==> config.mk <==
export PLATFORM = sky130hd
export DESIGN_NAME = icsp_loader
export DESIGN_NICKNAME = d
export VERILOG_FILES = /design/src/rtl/icsp_loader_pkg.sv /design/src/rtl/icsp_sync_edge.sv /design/src/rtl/icsp_loader.sv
export SDC_FILE = /design/constraint.sdc
export NUM_CORES = 1
export LEC_CHECK = 0
export BUFFER_PORTS_ARGS = -buffer_cell sky130_fd_sc_hd__clkbuf_2
export CAP_MARGIN = 40
export CORE_AREA = 2 2 108 110
export DETAILED_ROUTE_END_ITERATION = 6
export DIE_AREA = 0 0 110 112
export HOLD_SLACK_MARGIN = 0.15
export SYNTH_ARGS = -nofsm -noshare
export SYNTH_HDL_FRONTEND = slang
export SYNTH_SLANG_ARGS = --single-unit
==> constraint.sdc <==
create_clock -name clk -period 2.88 [get_ports clk]
set_input_delay 0.576 -clock clk [delete_from_list [all_inputs] [get_ports clk]]
set_output_delay 0.576 -clock clk [all_outputs]
set_load 0.01 [all_outputs]
==> src/rtl/icsp_loader_pkg.sv <==
// Shared definitions for the serial in-circuit programming front-end:
// command codes, frame lengths and the loader FSM state encoding.
package icsp_loader_pkg;

  localparam logic [5:0] CMD_LOAD = 6'h02;
  localparam logic [5:0] CMD_READ = 6'h04;
  localparam logic [5:0] CMD_INC  = 6'h06;
  localparam logic [5:0] CMD_PROG = 6'h08;

  localparam int CMD_BITS  = 6;
  localparam int DATA_BITS = 16;

  typedef enum logic [2:0] {
    IDLE,
    CMD,
    DIN,
    DOUT,
    PWAIT
  } state_t;

endpackage

==> src/rtl/icsp_sync_edge.sv <==
// 2-FF synchroniser for an asynchronous pin. With EDGE set, q is a one-cycle
// rising-edge pulse of the synchronised value; otherwise q is the synchronised level.
module icsp_sync_edge #(
  parameter bit EDGE = 1'b1
) (
  input  logic clk,
  input  logic rst_n,
  input  logic din,
  output logic q
);

  logic s1, s2;

  always_ff @(posedge clk or negedge rst_n) begin
    if (!rst_n) begin
      s1 <= 1'b0;
      s2 <= 1'b0;
    end else begin
      s1 <= din;
      s2 <= s1;
    end
  end

  if (EDGE) begin : gEdge
    logic s3;
    always_ff @(posedge clk or negedge rst_n) begin
      if (!rst_n) s3 <= 1'b0;
      else        s3 <= s2;
    end
    assign q = s2 & ~s3;
  end else begin : gLevel
    assign q = s2;
  end

endmodule

==> src/rtl/icsp_loader.sv <==
// Serial in-circuit programming loader: decodes host commands on sclk/sdata,
// writes/reads program memory and holds the core in reset while programming.
module icsp_loader
  import icsp_loader_pkg::*;
#(
  parameter int INST_W      = 12,
  parameter int ADDR_W      = 9,
  parameter int PROG_CYCLES = 64
) (
  input  logic              clk,
  input  logic              rst_n,
  input  logic              prog_en,
  input  logic              sclk,
  input  logic              sdata,
  output logic              sdo,
  output logic              sdo_oe,
  output logic [ADDR_W-1:0] memAddr,
  output logic [INST_W-1:0] memWrData,
  output logic              memWrEn,
  input  logic [INST_W-1:0] memRdData,
  output logic              busy,
  output logic              core_rst_n
);

  localparam int CNT_W = (PROG_CYCLES > 1) ? $clog2(PROG_CYCLES) : 1;

  logic progSync, progPrev, progRise, progFall;
  logic sclkRise, sdataSync;

  state_t              state;
  logic [4:0]          bitCnt;
  logic                cmdPend;
  logic [CMD_BITS-1:0] cmdShift;
  logic [INST_W-1:0]   dataShift, dataNext, outShift;
  logic                dataInRange;
  logic [CNT_W-1:0]    progCnt;

  icsp_sync_edge #(.EDGE(1'b0)) uProgSync (
    .clk(clk), .rst_n(rst_n), .din(prog_en), .q(progSync)
  );
  icsp_sync_edge #(.EDGE(1'b1)) uSclkEdge (
    .clk(clk), .rst_n(rst_n), .din(sclk), .q(sclkRise)
  );
  icsp_sync_edge #(.EDGE(1'b0)) uSdataSync (
    .clk(clk), .rst_n(rst_n), .din(sdata), .q(sdataSync)
  );

  always_ff @(posedge clk or negedge rst_n) begin
    if (!rst_n) progPrev <= 1'b0;
    else        progPrev <= progSync;
  end

  assign progRise = progSync & ~progPrev;
  assign progFall = ~progSync & progPrev;

  // Data frame bit 0 is the start bit; bits 1..INST_W carry the word LSB first.
  assign dataInRange = (bitCnt != '0) && (bitCnt <= 5'(INST_W));
  assign dataNext    = dataInRange ? {sdataSync, dataShift[INST_W-1:1]} : dataShift;

  always_ff @(posedge clk or negedge rst_n) begin
    if (!rst_n) begin
      state      <= IDLE;
      bitCnt     <= '0;
      cmdPend    <= 1'b0;
      cmdShift   <= '0;
      dataShift  <= '0;
      outShift   <= '0;
      progCnt    <= '0;
      sdo        <= 1'b0;
      sdo_oe     <= 1'b0;
      memAddr    <= '0;
      memWrData  <= '0;
      memWrEn    <= 1'b0;
      busy       <= 1'b0;
      core_rst_n <= 1'b0;
    end else begin
      memWrEn <= 1'b0;
      if (progFall && state != IDLE) begin
        state   <= IDLE;
        bitCnt  <= '0;
        cmdPend <= 1'b0;
        progCnt <= '0;
        sdo     <= 1'b0;
        sdo_oe  <= 1'b0;
        busy    <= 1'b0;
      end else begin
        case (state)
          IDLE: begin
            if (progRise) begin
              state      <= CMD;
              memAddr    <= '0;
              bitCnt     <= '0;
              cmdPend    <= 1'b0;
              core_rst_n <= 1'b0;
            end else begin
              core_rst_n <= 1'b1;
            end
          end
          CMD: begin
            // Dispatch is one cycle after the last command bit so the write
            // strobe never lands on a sampling edge.
            if (cmdPend) begin
              cmdPend <= 1'b0;
              case (cmdShift)
                CMD_LOAD: state <= DIN;
                CMD_READ: begin
                  outShift <= memRdData;
                  sdo      <= 1'b0;
                  sdo_oe   <= 1'b1;
                  state    <= DOUT;
                end
                CMD_INC:  memAddr <= memAddr + ADDR_W'(1);
                CMD_PROG: begin
                  memWrEn <= 1'b1;
                  busy    <= 1'b1;
                  progCnt <= '0;
                  state   <= PWAIT;
                end
                default: ;
              endcase
            end else if (sclkRise) begin
              cmdShift <= {sdataSync, cmdShift[CMD_BITS-1:1]};
              if (bitCnt == 5'(CMD_BITS - 1)) begin
                bitCnt  <= '0;
                cmdPend <= 1'b1;
              end else begin
                bitCnt <= bitCnt + 5'd1;
              end
            end
          end
          DIN: begin
            if (sclkRise) begin
              dataShift <= dataNext;
              if (bitCnt == 5'(DATA_BITS - 1)) begin
                memWrData <= dataNext;
                bitCnt    <= '0;
                state     <= CMD;
              end else begin
                bitCnt <= bitCnt + 5'd1;
              end
            end
          end
          DOUT: begin
            if (sclkRise) begin
              if (bitCnt == 5'(DATA_BITS - 1)) begin
                sdo    <= 1'b0;
                sdo_oe <= 1'b0;
                bitCnt <= '0;
                state  <= CMD;
              end else begin
                sdo      <= outShift[0];
                outShift <= outShift >> 1;
                bitCnt   <= bitCnt + 5'd1;
              end
            end
          end
          PWAIT: begin
            if (progCnt == CNT_W'(PROG_CYCLES - 1)) begin
              busy    <= 1'b0;
              progCnt <= '0;
              state   <= CMD;
            end else begin
              progCnt <= progCnt + CNT_W'(1);
            end
          end
          default: state <= IDLE;
        endcase
      end
    end
  end

endmodule

# [Yosys cells after proc, flatten, opt, wreduce, memory -nomap -nowiden]
# Index checks and enable logic that the tools add are counted.
[totals] regBits=79
[op_classes] addsub=3 n_eq_ne=29 mux=59 bitwise_logic=8 reduce_logical=25 n_lt_le_gt_ge=1
[op_table] op="2-to-1 mux 12 bit" n=5
[op_table] op="2-to-1 mux 5 bit" n=7
[op_table] op="2-to-1 mux 9 bit" n=3
[op_table] op="2-to-1 mux 1 bit" n=24
[op_table] op="2-to-1 mux 6 bit" n=4
[op_table] op="case mux 12 bit (2 select lines)" n=1
[op_table] op="!= test 3 bit, second input constant" n=7
[op_table] op="2-to-1 mux 3 bit" n=6
[op_table] op="case mux 9 bit (2 select lines)" n=1
[op_table] op="AND reduction 4 bit" n=4
[op_table] op="case mux 5 bit (3 select lines)" n=1
[op_table] op="AND reduction 5 bit" n=3
[op_table] op="== test 6 x 3 -> 1 bit, second input constant" n=2
[op_table] op="case mux 3 bit (4 select lines)" n=1
[op_table] op="case mux 6 bit (2 select lines)" n=1
[op_table] op="AND reduction 6 bit" n=2
[op_table] op="nonzero test 3 bit" n=4
[op_table] op="adder 9 x 1 -> 9 bit, second input constant" n=1
[op_table] op="case mux 3 bit (3 select lines)" n=1
[op_table] op="!= test 2 bit, second input constant" n=4
[op_table] op="case mux 1 bit (2 select lines)" n=4
[op_table] op="adder 6 x 1 -> 6 bit, second input constant" n=1
[op_table] op="== test 3 x 2 -> 1 bit, second input constant" n=2
[op_table] op="== test 6 x 2 -> 1 bit, second input constant" n=1
[op_table] op="22 further kinds" n=35

# [Depth between registers and ports, before layout]
# Gate-level depths: netlist of run 1.
[depth] ltp_word=6 ltp_mapped=8 mapped_depth_nobuf=7

# [Cells and area by module]
# Synthesis of run 1 repeated with hierarchy kept, for this count alone.
[hier_totals] hier_cells=363 area_unflattened_um2=3801.1
[modules_own_cells] mod="icsp_loader" instances=1 area_each_um2=3612.2 seq_area_each_um2=1801.7 cells_each=355
[modules_own_cells] mod="icsp_sync_edge (uProgSync ...)" instances=2 area_each_um2=50.0 seq_area_each_um2=50.0 cells_each=2
[modules_own_cells] mod="icsp_sync_edge (uSclkEdge)" instances=1 area_each_um2=88.8 seq_area_each_um2=75.1 cells_each=4

# [Worst setup path before layout of run 1]
# Ideal clock, no wire load.
[synth_path] path_kind="register to register" startpoint="reg bitCnt[0]" endpoint="reg dataShift[10]" arrival_time_ns=1.952 synth_period_minus_slack_ns=2.079 path_buffers=1 t_required_ns=2.752 setup_ns=0.128 slack_ns=0.801 stages_incl_launch_ff=8 path_cell_list="dfrtp_1 > inv_1 > ha_1 > nor2_1 > a221oi_2 > nor4b_2 > buf_4 > mux2_1"
[synth_via] elab_chain_cells=3 word_cells_on_any_way=4 cone_classes="order compare: 1; mux: 1; reduce/logical: 2"
[synth_rtl] element="start, declared" line="icsp_loader.sv:31" rtl="logic [4:0] bitCnt;"
[synth_rtl] element="start signal, assigned" line="icsp_loader.sv:127" rtl="bitCnt <= bitCnt + 5'd1;"
[synth_rtl] element="start signal, assigned" line="icsp_loader.sv:139" rtl="bitCnt <= bitCnt + 5'd1;"
[synth_rtl] element="start signal, assigned" line="icsp_loader.sv:153" rtl="bitCnt <= bitCnt + 5'd1;"
[synth_rtl] element="less-or-equal comparator 5 x 4 -> 1 bit or nonzero test 5 bit (tied branches)" line="icsp_loader.sv:57" rtl="assign dataInRange = (bitCnt != '0) && (bitCnt <= 5'(INST_W));"
[synth_rtl] element="logical AND 1 bit (*)" line="icsp_loader.sv:57"
[synth_rtl] element="2-to-1 mux 12 bit (*)" line="icsp_loader.sv:58" rtl="assign dataNext = dataInRange ? {sdataSync, dataShift[INST_W-1:1]} : dataShift;"
[synth_rtl] element="end signal, assigned" line="icsp_loader.sv:133" rtl="dataShift <= dataNext;"
[synth_rtl] element="end, declared" line="icsp_loader.sv:34" rtl="logic [INST_W-1:0] dataShift, dataNext, outShift;"
# Mark *: on every way between the ends. The rest lies on a longest branch, timed or not.
# A chain may end at the register's enable or synchronous reset.

# [Final worst setup path of run 1]
[layout_path] startpoint="reg state[0]" endpoint="reg memAddr[5]"
[layout_via] elab_chain_cells=4 word_cells_on_any_way=11 cone_classes="eq/ne: 4; mux: 1; bitwise: 1; reduce/logical: 5"
[layout_rtl] element="start, declared" line="icsp_loader.sv:30" rtl="state_t state;"
[layout_rtl] element="start signal, assigned" line="icsp_loader.sv:62" rtl="state <= IDLE;"
[layout_rtl] element="start signal, assigned" line="icsp_loader.sv:79" rtl="state <= IDLE;"
[layout_rtl] element="start signal, assigned" line="icsp_loader.sv:90" rtl="state <= CMD;"
[layout_rtl] element="parallel branches: the longest is 4 deep, another holds AND reduction 5 bit"
[layout_rtl] element="end signal, assigned" line="icsp_loader.sv:112" rtl="CMD_INC: memAddr <= memAddr + ADDR_W'(1);"
[layout_rtl] element="end, declared" line="icsp_loader.sv:17" rtl="output logic [ADDR_W-1:0] memAddr,"
# Several ways; the timed one is not identified.

==> results.py, run 1 <==
metrics = {
    "status": {
        "status": "complete, no violations",
    },
    "timing": {
        "fmax_mhz": 436.8,
        "hold_viol": 0,
        "rsz0062_at_grt": "no",
        "drv_slew": 0,
        "period_minus_slack_ns": 2.290,
        "setup_tns_ns": 0,
        "fin_crit_sh_pct": 79.50,
        "slew_headroom_pct": 39.63,
        "tightest_slew_ns": 0.8987,
        "skew_ns": 0.007081,
        "setup_viol": 0,
    },
    "setup_path": {
        "worst-setup-path-type": "reg -> reg",
        "regToRegEndpoint": "memAddr[5]",
        "crit_path_max_fanout": 17,
        "critPathSlowestCell": "dfrtp_1",
        "r2r_start": "state[0]",
        "start_kind": "flop",
        "endpoint": "memAddr[5]",
        "regToRegSetupSlack_ns": 0.59,
        "cpPeakStageDelay_ns": 0.67,
        "r2r_cells": 5,
        "required_ns": 3.13,
        "worstPathCellList": "nor3b_1, nand4_1, o21a_4, or4_1, a21oi_1",
        "worstPathArrival_ns": 2.54,
        "crit_start": "state[0]",
        "end_kind": "flop",
    },
    "power_and_ir_drop": {
        "p_int_mw": 2.264,
        "leakage_nw": 2.197,
        "power_density_nw_per_um2": 715.5,
        "pwr-share-seq_pct": 44.4,
        "p_comb_share_pct": 20.8,
        "p_clk_share_pct": 34.9,
        "switching_power_mw": 0.9879,
        "switching_share_pct": 30.38,
        "vdd_ir_drop_max_uv": 274.1,
    },
    "logic_synthesis": {
        "syn_area_sq_um": 3832,
        "ys_top_cells_by_area": "dfrtp_1 52%, mux2i_1 6.5%, mux2_1 4.1%, a21oi_1 3.5%, nand2_1 2.6%",
        "synth-edff-count": 0,
        "yosysTopAreaCell": "dfrtp_1",
        "synth_commonest_cells": "79 x dfrtp_1, 27 x a21oi_1, 27 x nand2_1",
        "synth_seq_area_share_pct": 51.58,
        "ys.flop_type": "dfrtp_1",
        "synth_cells": 361,
        "synth_top_area_share_pct": 51.58,
        "synthesis.nets": 384,
        "syn_area_per_cell_sq_um": 10.62,
        "ys_types": 57,
        "yosys_warnings": 0,
        "synth_seq_cells": 79,
        "async_flop_share_pct": 100.0,
        "yosysMostFrequentCell": "dfrtp_1",
    },
    "floorplan": {
        "die_h_um": 112,
        "dieArea_sq_um": 12320,
        "row_count": 39,
        "initial_core_util_pct": 34.30,
        "die-width_um": 110,
        "boundaryPins": 43,
        "design.core.area_sq_um": 11170,
    },
    "detailed_routing": {
        "detail-route-antenna-nets": 0,
        "firstDrtPassIters": 4,
        "routedWlPerCell_um": 14.07,
        "vias": 2875,
        "drc_errors": 0,
        "vias_per_cell": 5.190,
        "first_iter_violations": 156,
        "wl_mm": 7.793,
    },
    "cells_and_area": {
        "fin_cells": 554,
        "area_growth_pct": 18.58,
        "layout.nets": 429,
        "diodes": 0,
        "nFillCells": 1086,
        "fin_area_sq_um": 4544,
        "drive_gt1_share_pct": 20.44,
    },
    "clock_tree": {
        "cts_sinks": 79,
        "cts_buffers": 9,
        "ctsHoldBuffers": 0,
        "cts_setup_buffers": 0,
        "clock_path_buffers": 2,
        "cts.repair.resized": 0,
        "root_buffer": "clkbuf_16",
        "path_clk_slew_ns": 0.06,
        "clock_latency_ns": 0.34,
        "htreeDepth": 3,
        "cts_tree": "built",
    },
    "placement": {
        "hpwl_mm": 5.398,
        "placedInstanceArea_sq_um": 4245,
        "gp_congestion": 0.8228,
        "place_inst": 538,
        "place.port_buffers": 42,
    },
    "global_route": {
        "grt_pass1_wl_mm": 13.68,
        "overflow": 0,
        "antenna_found_initial": 0,
        "grt_max_degree": 48,
        "grt_pass1_vias": 2890,
        "grtUsageTotal_pct": 13.92,
    },
    "hold_path": {
        "hp-class": "in -> async",
    },
    "run": {
        "drv_cap": 0,
    },
}
[metal layers]
layer | vias up | GRT usage (%) | wire [um]
li1 | 1400 | - | -
met1 | 1421 | 18.51 | 3622
met2 | 45 | 21.84 | 3808
met3 | 9 | 2.693 | 228
met4 | 0 | 6.160 | 134
met5 | - | 0 | 0
[critical path: cells and delay by family (launching register included)]
kind | cells | cell delay (ns)
flops | 1 | 0.67
simple gates | 3 | 1.09
compound gates | 2 | 0.45
[per-stage QoR]
| stage | hold slack [ns] | worst slack (ns) | util, % | power, mW |
|---|---|---|---|---|
| 2_1_floorplan | 0.2804 | 0.8008 | - | 1.925 |
| 3_3_place_gp | 0.3391 | 0.7213 | 37.74 | 2.116 |
| 3_5_place_dp | 0.3364 | 0.6558 | 37.99 | 2.145 |
| 4_1_cts | 0.2050 | 0.6215 | 40.67 | 3.289 |
| 5_1_grt | 0.2225 | 0.4238 | 40.67 | 3.456 |
| 6_report | 0.1942 | 0.5904 | 40.67 | 3.252 |
[worst min-delay path by stage]
stage	end	cells after the start	slack [ns]	start
finish	memWrEn	1	0.19	rst_n
global placement	uProgSync.q	0	0.34	uProgSync.s1
detailed placement	uSdataSync.q	0	0.34	uSdataSync.s1
floorplan	bitCnt[0]	0	0.28	rst_n
CTS	progCnt[3]	1	0.21	rst_n
global route	memWrEn	1	0.22	rst_n
[cells in the final DEF (no fill, tap or decap), types with 8 or more instances in the layout]
cell type  Yosys  routed
mux2i_1       25      25
buf_4          1       8
o21ai_0       17      17
mux2_1        14      14
dfrtp_1       79      79
clkbuf_16      0       9
o21ai_1       12      12
nand3_1       14      14
a21oi_1       27      27
inv_1         10      10
nor2_1        24      24
nand2_1       27      27
clkbuf_2       0      41
[power by group through the flow]
stage          logic (mW)  clock network [mW]  registers, mW
2_1_floorplan       0.520                   0           1.40
3_3_place_gp        0.664                   0           1.45
3_5_place_dp        0.683                   0           1.46
4_1_cts             0.688                1.16           1.44
5_1_grt             0.765                1.22           1.47
6_report            0.676                1.13           1.44
[registers in the layout, summed over array words and instances (netlist names), 3 cells and up]
register	flops
bitCnt	5
dataShift	12
outShift	12
progCnt	6
state	3
memWrData	12
cmdShift	6
memAddr	9
[final cells by class]
type                       instances  area [sq um]  share of cell area, %
tap                              143         178.9                  3.937
inverter                          10         37.54                 0.8260
multi-input combinational        256          1759                  38.71
timing repair buffer              50         292.8                  6.443
sequential                        79          1977                  43.50
clock inverter                     6         60.06                  1.322
clock buffer                      10         239.0                  5.259
[kinds of logic after synthesis]
family                     after synthesis  synth area share (%)
AOI/OAI and AO/OA                       85                 13.58
DFF                                     79                 51.58
and+or+nand+nor                        117                 16.98
xor gates and xnor gates                 2                0.4572
buffers and inverters                   26                 2.742
adders and majority gates                6                 1.959
muxes                                   46                 12.70
No activity file was read; power rests on OpenSTA's default activity.
==> run 2: changes to the inputs <==
--- a/config.mk
+++ b/config.mk
@@ -5,11 +5,12 @@
 export SDC_FILE = /design/constraint.sdc
 export NUM_CORES = 1
 export LEC_CHECK = 0
+export ABC_AREA = 1
 export BUFFER_PORTS_ARGS = -buffer_cell sky130_fd_sc_hd__clkbuf_2
 export CAP_MARGIN = 40
-export CORE_AREA = 2 2 108 110
+export CORE_AREA = 2 2 114 116
 export DETAILED_ROUTE_END_ITERATION = 6
-export DIE_AREA = 0 0 110 112
+export DIE_AREA = 0 0 116 118
 export HOLD_SLACK_MARGIN = 0.15
 export SYNTH_ARGS = -nofsm -noshare
 export SYNTH_HDL_FRONTEND = slang
==> constraint.sdc (replaced) <==
create_clock -name clk -period 2 [get_ports clk]
set_input_delay 0.4 -clock clk [delete_from_list [all_inputs] [get_ports clk]]
set_output_delay 0.4 -clock clk [all_outputs]
set_load 0.01 [all_outputs]
==> results.py, run 2 <==
metrics = {
    "clock_tree": {
        "cts_sinks": 79,
        "cts_tree": "built",
        "root_buffer": "clkbuf_16",
        "clock_latency_ns": 0.34,
        "cts_buffers": 9,
        "path_clk_slew_ns": 0.06,
        "htreeDepth": 3,
        "clock_path_buffers": 2,
    },
    "setup_path": {
        "worstPathArrival_ns": 2.00,
        "critPathSlowestCell": "dfrtp_1",
        "end_kind": "flop",
        "cp_top_family": "simple AND/OR/NAND/NOR gates",
        "worstPathCellList": "ha_1, nand2_1, inv_1, nand3b_4, nor2_1, nor2_2, nand3_4, nand2_1, o21ai_2",
        "r2r_start": "bitCnt[0]",
        "worst-setup-path-type": "reg -> reg",
        "crit_path_max_fanout": 24,
        "regToRegEndpoint": "outShift[8]",
        "required_ns": 2.21,
        "crit_top_cell": "nand2_1",
        "crit_buf_inv": 1,
        "regToRegSetupSlack_ns": 0.21,
        "cpPeakStageDelay_ns": 0.44,
        "r2r_cells": 9,
        "start_kind": "flop",
    },
    "detailed_routing": {
        "vias_per_cell": 4.526,
        "wl_mm": 8.376,
        "drc_errors": 0,
        "firstDrtPassIters": 4,
        "vias": 3286,
        "first_iter_violations": 130,
        "routedWlPerCell_um": 11.54,
        "detail-route-antenna-nets": 0,
    },
    "status": {
        "status": "complete, no violations",
    },
    "floorplan": {
        "boundaryPins": 43,
        "die-width_um": 116,
        "die_h_um": 118,
        "design.core.area_sq_um": 12410,
        "row_count": 41,
        "dieArea_sq_um": 13690,
        "initial_core_util_pct": 34.49,
    },
    "timing": {
        "drv_slew": 0,
        "setup_viol": 0,
        "setup_tns_ns": 0,
        "rsz0062_at_grt": "no",
        "period_minus_slack_ns": 1.785,
        "skew_ns": 0.005536,
        "fmax_mhz": 560.2,
        "tightest_slew_ns": 0.5362,
        "slew_headroom_pct": 64.10,
        "fin_crit_sh_pct": 89.25,
        "hold_viol": 0,
    },
    "logic_synthesis": {
        "async_flop_share_pct": 100.0,
        "synth_seq_cells": 79,
        "syn_area_sq_um": 4282,
        "ys_types": 36,
        "synth-edff-count": 0,
        "syn_area_per_cell_sq_um": 8.580,
        "ys_top_cells_by_area": "dfrtp_1 46%, nand2_1 12%, o21ai_2 6.1%, inv_1 4.9%, o21ai_0 4.0%",
        "synth_seq_area_share_pct": 46.17,
        "synth_commonest_cells": "142 x nand2_1, 79 x dfrtp_1, 56 x inv_1",
        "synthesis.nets": 522,
        "yosysTopAreaCell": "dfrtp_1",
        "yosys_warnings": 0,
        "yosysMostFrequentCell": "nand2_1",
        "ys.flop_type": "dfrtp_1",
        "synth_top_area_share_pct": 46.17,
        "synth_cells": 499,
    },
    "power_and_ir_drop": {
        "vdd_ir_drop_max_uv": 492.9,
        "leakage_nw": 2.577,
        "power_density_nw_per_um2": 1260,
    },
    "hold_path": {
        "whs_path_depth": 1,
        "hp-class": "in -> reg",
        "worstHoldStart": "prog_en",
        "holdPathEnd": "uProgSync.s1",
    },
    "global_route": {
        "grtUsageMet2_pct": 20.87,
        "grt_pass1_wl_mm": 14.66,
        "grt_util_met1_pct": 17.67,
        "antenna_found_initial": 0,
        "grt_max_degree": 32,
        "overflow": 0,
        "grt_pass1_vias": 3228,
        "grtUsageMet3_pct": 3.193,
        "grtUsageTotal_pct": 13.27,
        "busiest_layer": "met2",
    },
    "placement": {
        "place.port_buffers": 42,
        "hpwl_mm": 6.176,
        "gp_congestion": 0.8747,
    },
    "run": {
        "drv_cap": 0,
    },
    "cells_and_area": {
        "final_cell_mix": "142 x nand2_1, 77 x dfrtp_1, 56 x inv_1",
        "reg_top3": "dataShift (12), memWrData (12), outShift (12)",
        "diodes": 0,
        "drive_gt1_share_pct": 23.47,
        "final_util_pct": 40.55,
        "layout.nets": 572,
        "final_common_cell": "nand2_1",
        "area_growth_pct": 17.56,
    },
}
==> run 2: cell types whose count changed after synthesis, moves of 13 or more <==
cell and delta:
o21ai_2 +30, mux2_1 -14, o21ai_0 +17, nand2_1 +115
nand3_1 +13, a21oi_1 -18, inv_1 +46, mux2i_1 -14
==> run 2: worst max path at each step <==
stage | to | slack, ns | start | depth (start not counted)
5_1_grt | outShift[10] | 0.05 | bitCnt[0] | 9
6_report | outShift[8] | 0.21 | bitCnt[0] | 9
3_5_place_dp | memWrData[5] | 0.13 | state[1] | 4
4_1_cts | memWrData[11] | 0.13 | state[1] | 4
3_3_place_gp | memWrData[10] | 0.15 | state[1] | 4
2_1_floorplan | bitCnt[4] | 0.38 | bitCnt[0] | 9
==> run 2: layer usage <==
layer | vias to the layer above | share of wire (%)
met3 | 7 | 3.2
met4 | 0 | 1.1
met1 | 1545 | 49
met2 | 38 | 47
met5 | - | 0
li1 | 1696 | -
==> run 2: area by class of cell <==
type | instances | area (sq um)
Multi-Input combinational cell | 345 | 1929
Tap cell | 172 | 215.2
Clock buffer | 10 | 239.0
Fill cell | 1304 | 7381
Sequential cell | 79 | 1979
Clock inverter | 6 | 116.4
Timing Repair Buffer | 53 | 322.8
Inverter | 61 | 231.5
==> run 2: per-stage QoR <==
step                      cell area (sq um)  hold slack [ns]  cells  power (mW)  setup slack, ns
final                                  5034           0.1709    726       6.340           0.2150
after global placement                 4666           0.3310    709       4.403           0.1512
after detailed placement               4666           0.3355    709       4.452           0.1252
after global routing                   5034           0.1555    726       6.814          0.04960
after floorplan                        4282           0.1044    499       4.013           0.3813
after CTS                              5031           0.1539    726       6.423           0.1264
==> run 2: timing repair <==
action	in CTS	in global routing
endpoints found under the setup margin	0	11
setup buffers	0	0
hold buffers	1	0
hold endpoints to repair	28	0
resized for setup	0	2
==> run 2: kinds of logic after synthesis <==
family	after synthesis	share of synthesized area, %
simple gates	238	26.86
compound gates	84	12.65
flops	79	46.17
buf+inv	75	8.767
mux	11	2.572
xor+xnor	6	1.227
fa+ha+maj	6	1.753
==> run 2: report_power, final <==
group	leakage [nW]	total [mW]	internal [mW]	switching [mW]
Clock	0.173	1.92	1.26	0.659
Sequential	1.04	2.18	1.90	0.277
Combinational	1.36	2.24	0.743	1.50
Total	2.58	6.34	3.91	2.43
